## config.mk

```make
export PLATFORM = sky130hd
export DESIGN_NAME = div_ctrl
export DESIGN_NICKNAME = d
export VERILOG_FILES = /design/src/rtl/div_ctrl.sv
export SDC_FILE = /design/constraint.sdc
export NUM_CORES = 1
export LEC_CHECK = 0
export ABC_AREA = 1
export CORE_UTILIZATION = 53
export DETAILED_ROUTE_END_ITERATION = 16
export PLACE_DENSITY = 0.74
export SLEW_MARGIN = 20
export SYNTH_ARGS = -nofsm -noshare
export SYNTH_HDL_FRONTEND = slang
export SYNTH_SLANG_ARGS = --single-unit
```

## constraint.sdc

```tcl
create_clock -name clk -period 5.48 [get_ports clk]
set_clock_uncertainty 0.15 [all_clocks]
set_input_delay 0.548 -clock clk [delete_from_list [all_inputs] [get_ports clk]]
set_output_delay 0.548 -clock clk [all_outputs]
set_load 0.05 [all_outputs]
```

## src/rtl/div_ctrl.sv

```systemverilog
// -----------------------------------------------------------------------------
// div_ctrl -- programmable clock divider with run/stop control
//
// Generates a registered divided clock (clk_div) whose half period is div+1
// cycles of clk. The terminal count div is loaded at reset from DEFAULT_DIV
// and can be changed through a valid/ready configuration port. While running,
// a new count is held pending and applied only at the next terminal count so
// that no half period is ever cut short. A stop request lets the current high
// phase finish, so clk_div always returns to 0 cleanly.
//
// Optional feature:
//   DIV_CTRL_PERIOD_CNT_EN  when defined, 'periods' counts completed full
//                           clk_div periods (saturating at 16'hFFFF); when
//                           undefined, 'periods' is tied to 0 and no counter
//                           register exists.
//
// Parameters:
//   W            width of the divide count
//   DEFAULT_DIV  terminal count loaded at reset
//
// Ports:
//   clk        in   single clock, rising edge
//   rst        in   asynchronous reset, active low
//   start      in   run request, sampled only in IDLE
//   stop       in   stop request, sampled only in RUN
//   cfg_valid  in   qualifies cfg_div
//   cfg_div    in   new terminal count (0 is rejected with cfg_err)
//   cfg_ready  out  a cfg word can be accepted this cycle
//   clk_div    out  divided clock (registered)
//   tick       out  one-cycle pulse coincident with every clk_div toggle
//   busy       out  high in RUN or STOPPING
//   cfg_err    out  one-cycle pulse after a cfg_div==0 word is consumed
//   periods    out  completed full clk_div periods
// -----------------------------------------------------------------------------
module div_ctrl #(
    parameter int W           = 26,
    parameter int DEFAULT_DIV = 25000000
) (
    input  logic         clk,
    input  logic         rst,
    input  logic         start,
    input  logic         stop,
    input  logic         cfg_valid,
    input  logic [W-1:0] cfg_div,
    output logic         cfg_ready,
    output logic         clk_div,
    output logic         tick,
    output logic         busy,
    output logic         cfg_err,
    output logic [15:0]  periods
);

    typedef enum logic [1:0] {
        IDLE     = 2'd0,
        RUN      = 2'd1,
        STOPPING = 2'd2
    } state_t;

    localparam logic [W-1:0] DIV_RST = W'(DEFAULT_DIV);

    state_t       state, state_n;
    logic [W-1:0] cnt, cnt_n;
    logic [W-1:0] div, div_n;
    logic [W-1:0] pend_div, pend_div_n;
    logic         pend_valid, pend_valid_n;
    logic         clk_div_n;
    logic         tick_n;
    logic         cfg_err_n;

    logic         accept;   // cfg handshake completes this cycle
    logic         cfg_ok;   // accepted word is usable (non-zero)
    logic         tc;       // terminal count reached

    // In IDLE a word goes straight into div; while running only one word
    // may wait for the next terminal count.
    assign cfg_ready = (state == IDLE) || !pend_valid;
    assign accept    = cfg_valid && cfg_ready;
    assign cfg_ok    = accept && (cfg_div != '0);
    assign tc        = (cnt == div);
    assign busy      = (state != IDLE);

    // -------------------------------------------------------------------------
    // Next-state and datapath logic
    // -------------------------------------------------------------------------
    always_comb begin
        // NOTE: every variable gets a default first so no path leaves it
        // unassigned -- otherwise synthesis infers a latch.
        state_n      = state;
        cnt_n        = cnt;
        div_n        = div;
        pend_div_n   = pend_div;
        pend_valid_n = pend_valid;
        clk_div_n    = clk_div;
        tick_n       = 1'b0;
        cfg_err_n    = accept && (cfg_div == '0);

        unique case (state)
            IDLE: begin
                clk_div_n = 1'b0;
                if (cfg_ok) begin
                    div_n = cfg_div;
                end
                if (start) begin
                    state_n = RUN;
                    cnt_n   = '0;
                end
            end

            RUN, STOPPING: begin
                if ((state == RUN) && stop && !clk_div) begin
                    // Already low: leave at once without counting or toggling.
                    // A waiting word is applied on the way into IDLE.
                    state_n = IDLE;
                    if (pend_valid) begin
                        div_n        = pend_div;
                        pend_valid_n = 1'b0;
                    end
                    if (cfg_ok) begin
                        div_n = cfg_div;
                    end
                end else begin
                    if ((state == RUN) && stop) begin
                        state_n = STOPPING;
                    end

                    if (tc) begin
                        cnt_n     = '0;
                        clk_div_n = !clk_div;
                        tick_n    = 1'b1;
                        if (pend_valid) begin
                            div_n        = pend_div;
                            pend_valid_n = 1'b0;
                        end
                        // The falling toggle ends a stop request, including
                        // one sampled in this very cycle.
                        if (clk_div && ((state == STOPPING) || stop)) begin
                            state_n = IDLE;
                        end
                    end else begin
                        cnt_n = cnt + W'(1);
                    end

                    // A word accepted alongside the terminal count waits for
                    // the next one, unless the run is ending now.
                    if (cfg_ok) begin
                        if (state_n == IDLE) begin
                            div_n = cfg_div;
                        end else begin
                            pend_valid_n = 1'b1;
                            pend_div_n   = cfg_div;
                        end
                    end
                end
            end

            default: begin
                state_n   = IDLE;
                clk_div_n = 1'b0;
            end
        endcase
    end

    // -------------------------------------------------------------------------
    // State registers
    // -------------------------------------------------------------------------
    always_ff @(posedge clk or negedge rst) begin
        if (!rst) begin
            state      <= IDLE;
            cnt        <= '0;
            div        <= DIV_RST;
            pend_div   <= '0;
            pend_valid <= 1'b0;
            clk_div    <= 1'b0;
            tick       <= 1'b0;
            cfg_err    <= 1'b0;
        end else begin
            // NOTE: non-blocking assignments make every register sample the
            // pre-edge values, independent of statement order.
            state      <= state_n;
            cnt        <= cnt_n;
            div        <= div_n;
            pend_div   <= pend_div_n;
            pend_valid <= pend_valid_n;
            clk_div    <= clk_div_n;
            tick       <= tick_n;
            cfg_err    <= cfg_err_n;
        end
    end

    // -------------------------------------------------------------------------
    // Completed-period counter: counts 1->0 toggles, saturating
    // -------------------------------------------------------------------------
`ifdef DIV_CTRL_PERIOD_CNT_EN
    logic [15:0] period_cnt;

    always_ff @(posedge clk or negedge rst) begin
        if (!rst) begin
            period_cnt <= '0;
        end else if (tick_n && clk_div && (period_cnt != 16'hFFFF)) begin
            period_cnt <= period_cnt + 16'd1;
        end
    end

    assign periods = period_cnt;
`else
    assign periods = '0;
`endif

endmodule

```

; Word-level counts from Yosys, hierarchy flattened
; Index checks and enable logic that the tools add are counted.
[word_totals]
reg_bits = 84
latch_bits = 0
ram_bits = 0
rom_bits = 0
input_bits = 31
out_inout_bits = 21
wordCells = 69
n_memories = 0
[classes]
add_sub_neg = 1
multipliers = 0
div_mod_pow = 0
n_lt_le_gt_ge = 0
eq_ne = 7
shift = 0
mux = 30
bitwise_logic = 2
reduce_logical = 21
[ops]
columns = op, count
row1 = 2-to-1 mux 26 bit, 10
row2 = case mux 26 bit (2 select lines), 2
row3 = adder 26 x 1 -> 26 bit (second input constant), 1
row4 = == test 26 bit, 1
row5 = logical NOT 26 bit, 1
row6 = nonzero test 26 bit, 1
row7 = 2-to-1 mux 2 bit, 7
row8 = 2-to-1 mux 1 bit, 10
row9 = != test 2 bit (second input constant), 4
row10 = logical AND 1 bit, 6
row11 = logical NOT 2 bit, 2
row12 = case mux 2 bit (2 select lines), 1
row13 = AND reduction 2 bit, 2
row14 = AND reduction 4 bit, 1
row15 = nonzero test 2 bit, 2
row16 = AND reduction 3 bit, 1
row17 = == test 2 x 1 -> 1 bit (second input constant), 1
row18 = == test 2 bit (second input constant), 1
row19 = logical NOT 1 bit, 2
row20 = logical OR 1 bit, 2
row21 = inverter 1 bit, 2
row22 = OR reduction 2 bit, 1

; Logic depth before layout (Yosys ltp)
[logic_depth]
word_depth = 12
depth_mapped = 17
depth_no_buf = 16

; Worst setup path after synthesis
; OpenSTA, ideal clock, no wires.
[synth_timing]
path_kind = flip-flop to flip-flop
from = reg state[0]
to = reg div[10]
setup_time_ps = 66
arrival_ps = 2583
required_time_ps = 5264
setup_slack_ps = 2681
path_stages_with_launch = 14
n_path_buf = 2
synth_period_minus_slack_ps = 2799
path_cell_list = dfrtp_1 inv_1 ha_1 inv_1 nand2_1 nand2_1 inv_1 nand2_1 inv_1 o21ai_1 buf_4 clkbuf_1 nand2_1 nand2_1
[synth_between]
word_cells_on_any_way = 25
classes_between = 3 x eq/ne / 10 x mux / 12 x reduce/logical
[synth_rtl]
columns = item, line_no
row1 = start: declaration, 61  ; state_t state, state_n;
row2 = start signal: assignment, 179  ; state <= state_n;
row3 = logical NOT 2 bit (*), 76  ; assign cfg_ready = (state == IDLE) || !pend_valid;
row4 = logical OR 1 bit (*), 76
row5 = net cfg_ready, 45  ; output logic cfg_ready,
row6 = logical AND 1 bit (*), 77  ; assign accept = cfg_valid && cfg_ready;
row7 = logical AND 1 bit (*), 78  ; assign cfg_ok = accept && (cfg_div != '0);
row8 = "2-to-1 mux 26 bit, on equally long branches", "145, 118"
row9 = 2-to-1 mux 26 bit, 110  ; if ((state == RUN) && stop && !clk_div) begin
row10 = case mux 26 bit (2 select lines), 97  ; unique case (state)
row11 = end signal: assignment, 181  ; div <= div_n;
row12 = end: declaration, 63  ; logic [W-1:0] div, div_n;
; The timed path passes the listed nets; every way through them passes the cells marked *. The select of a mux whose other input is x is not followed.
; A chain may end at the register's enable or synchronous reset.

; Final worst setup path
[layout_timing]
from = reg div[20]
to = reg pend_div[1]
[layout_between]
elab_chain_cells = 7
[layout_lines]
columns = item, line_no
row1 = == test 26 bit, 79  ; assign tc = (cnt == div);
row2 = 2-to-1 mux 2 bit, 126  ; if (tc) begin
row3 = 2-to-1 mux 2 bit, 110
row4 = 2-to-1 mux 2 bit, 97
row5 = logical NOT 2 bit, 146  ; if (state_n == IDLE) begin
row6 = inverter 1 bit (no source line), --
row7 = AND reduction 4 bit (no source line), --
row8 = end signal: assignment, 182  ; pend_div <= pend_div_n;
row9 = end: declaration, 64  ; logic [W-1:0] pend_div, pend_div_n;
; No other way between the ends. The select of a mux whose other input is x is not followed.

==> results.ini <==
[yosys]
async_flop_share_pct = 100
yosysSeqAreaShare_pct = 34.3
synth_warnings = 0
synth_seq_cells = 84
synth.distinct_cells = 45
ys.flop_type = dfrtp_1
avgSynthCellArea_sq_um = 6.62
synth_edf_count = 0
syn_inst = 931
syn_area_sq_mm = 0.00617

[sta]
hold_slack_ns = 0.0359
grt_setup_unrepaired = no
tightest_slew_ns = 0.954
final-hold-violation-count = 0
period_share_pct = 63.1
max_freq_mhz = 289
slew_headroom_pct = 36.1
setup_tns_ns = 0
fin_crit_ns = 3.46
slew_violations = 0
setup_violations = 0

[worst_setup_path]
r2r-end = pend_div[1]
critical_path.slowest_cell = nand2_2
path_buf_inv = 0
r2r-start = div[20]
ff2ff_setup_slack_ns = 2.02
path_cells = xnor2_1 > nand4_1 > nor2_4 > nand3_2 > o21ai_4 > nor2_1 > nand2_2 > o21ai_0
crit_family = simple AND/OR/NAND/NOR gates
worstSetupEndpointType = flop
ff2ff_path_depth = 8
critical_path_class = reg2reg
worst_path_largest_cell_delay_ns = 0.70
startpoint_type = flop
cp.required_ns = 5.52
crit_fanout = 53
cp.arrival_ns = 3.50

[layout]
n_fill_cell = 1104
fin_util_pct = 59.7
drive_above_1_share_pct = 6.38
syn_to_final_growth_pct = 10.1
nets = 972
antenna_cells = 0

[global_route]
antenna_found_initial = 0
grt_pass1_wl_um = 28000
grt.overflow.total = 0
grt_usage_pct = 30.4
grt_pass1_vias = 5429
grt_max_degree = 54

[routing]
vias = 5958
ant_nets = 0
drc = 0
wl_um = 16700
viasPerCell = 5.50
post_drt_wl_per_cell_um = 15.4
drtIter0Drc = 551
drtPass1Iterations = 7

[floorplanning]
die_w_um = 110
design.core.area_sq_mm = 0.0114
std_cell_rows = 39
ios = 52
initial_core_util_pct = 54.2
dieArea_sq_mm = 0.0121
fp.dieH_um = 110

[min_path]
hold_path.class = in2async

[clock_tree]
ctsLongestPathBuffers = 2
clk_pin_slew_ns = 0.06
post-cts-setup-buffers = 0
clkLatencyLatePin_ns = 0.35
cts_tree = built
cts_resized = 0
clockRootBuffer = clkbuf_16
cts_made_buffers = 9
h-tree-depth = 3
clkSinkCount = 84
hold_buffers = 0

[outcome]
status = finished clean

[pwr]
ir_worst_vdd_v = 0.000380
powerDensity_mw_per_mm2 = 618
p_leak_nw = 3.36

[place]
dp_hpwl_um = 10900
port_buffers = 35
gp_congestion = 0.914

[run]
cap_viol_max_count = 0

[synth_stat cells, types with 2 or more instances]
master	instances	area (sq um)
a31oi_1	2	12.5
nand2_1	311	1170
buf_6	2	22.5
mux2i_1	7	70.1
inv_1	105	394
ha_1	5	62.6
mux2_2	10	113
nor3_2	2	20.0
o21ai_1	5	25.0
dfrtp_1	72	1800
a21oi_1	64	320
buf_4	20	150
nand4_1	13	81.3
nor3_1	15	75.1
nor2_4	2	22.5
nor2_1	53	199
clkbuf_1	13	48.8
dfstp_2	12	315
o21ai_0	63	315
nand3b_1	6	45.0
buf_2	27	135
a211oi_1	2	15.0
nand2_2	3	18.8
xor2_1	6	52.6
nor4_1	5	31.3
xnor2_1	16	140
o31ai_1	2	15.0
nand3_1	71	355
[registers in the layout (all words and copies together) (netlist names)]
register / count
pend_valid: 1
div: 26
cfg_err: 1
clk_div: 1
state: 2
pend_div: 26
tick: 1
cnt: 26
[placed cells by master, fill, tap and decap left out, types with 10 or more instances in the layout]
cell type / n
nand2_1: 311
inv_1: 105
dfrtp_1: 72
nand3_1: 71
a21oi_1: 64
o21ai_0: 63
nor2_1: 53
clkdlybuf4s50_1: 34
xnor2_1: 16
conb_1: 16
nor3_1: 15
nand4_1: 13
dfstp_2: 12
mux2_2: 10
[through the flow]
stage / power [mW] / cell area, sq um / std cells / setup slack, ns
floorplan: 2.93 / 6220 / 946 / 2.68
global route: 4.55 / 6790 / 1084 / 1.72
finish: 4.20 / 6790 / 1084 / 2.02
detailed placement: 3.45 / 6450 / 1068 / 2.06
CTS: 4.16 / 6790 / 1084 / 2.03
global placement: 3.42 / 6450 / 1068 / 2.13
[where the power goes]
group / switching (mW) / internal (mW) / total, mW
registers: 0.221 / 0.885 / 1.11
clock network: 0.262 / 0.435 / 0.697
logic: 1.59 / 0.801 / 2.39
total: 2.07 / 2.12 / 4.20
[area by class of cell]
| class | instances | area, sq um | share of cell area (%) |
|---|---|---|---|
| timing repair buffer | 42 | 400 | 5.90 |
| clock inverter | 4 | 70.1 | 1.03 |
| sequential | 84 | 2120 | 31.2 |
| tap | 143 | 179 | 2.64 |
| multi-input combinational | 692 | 3350 | 49.4 |
| inverter | 107 | 402 | 5.92 |
| clock buffer | 12 | 267 | 3.93 |
[routing by layer]
metal	part of all wire, %	track usage [%]	vias to the layer above
li1	-	-	2963
met1	46	43.4	2720
met2	44	46.8	255
met3	8.3	6.40	20
met4	1.2	7.43	0
met5	0	0	-
[worst max-delay path by stage]
stage,start,endpoint,depth (start not counted)
after floorplan,state[0],div[10],13
after global routing,div[20],pend_div[6],9
final,div[20],pend_div[1],8
after global placement,cfg_div[24],div[17],11
after CTS,div[20],pend_div[18],8
after detailed placement,div[20],pend_div[9],8
[worst reg2reg max path: stages (launching register included)]
cell     delay (ns)
dfstp_2        0.60
xnor2_1        0.14
nand4_1        0.22
nor2_4         0.56
nand3_2        0.23
o21ai_4        0.38
nor2_1         0.12
nand2_2        0.70
o21ai_0        0.22
[cell families after synthesis]
logic type,after synthesis,share of synthesized area (%)
XOR/XNOR,22,3.12
AO/OA/AOI/OAI,146,12.6
other,1,0.0608
AND/OR/NAND/NOR,486,33.5
multiplexers,17,2.96
buffers and inverters,170,12.4
flip-flops,84,34.3
adder cells (fa/ha/maj),5,1.01
No activity file was read; power rests on OpenSTA's default activity.
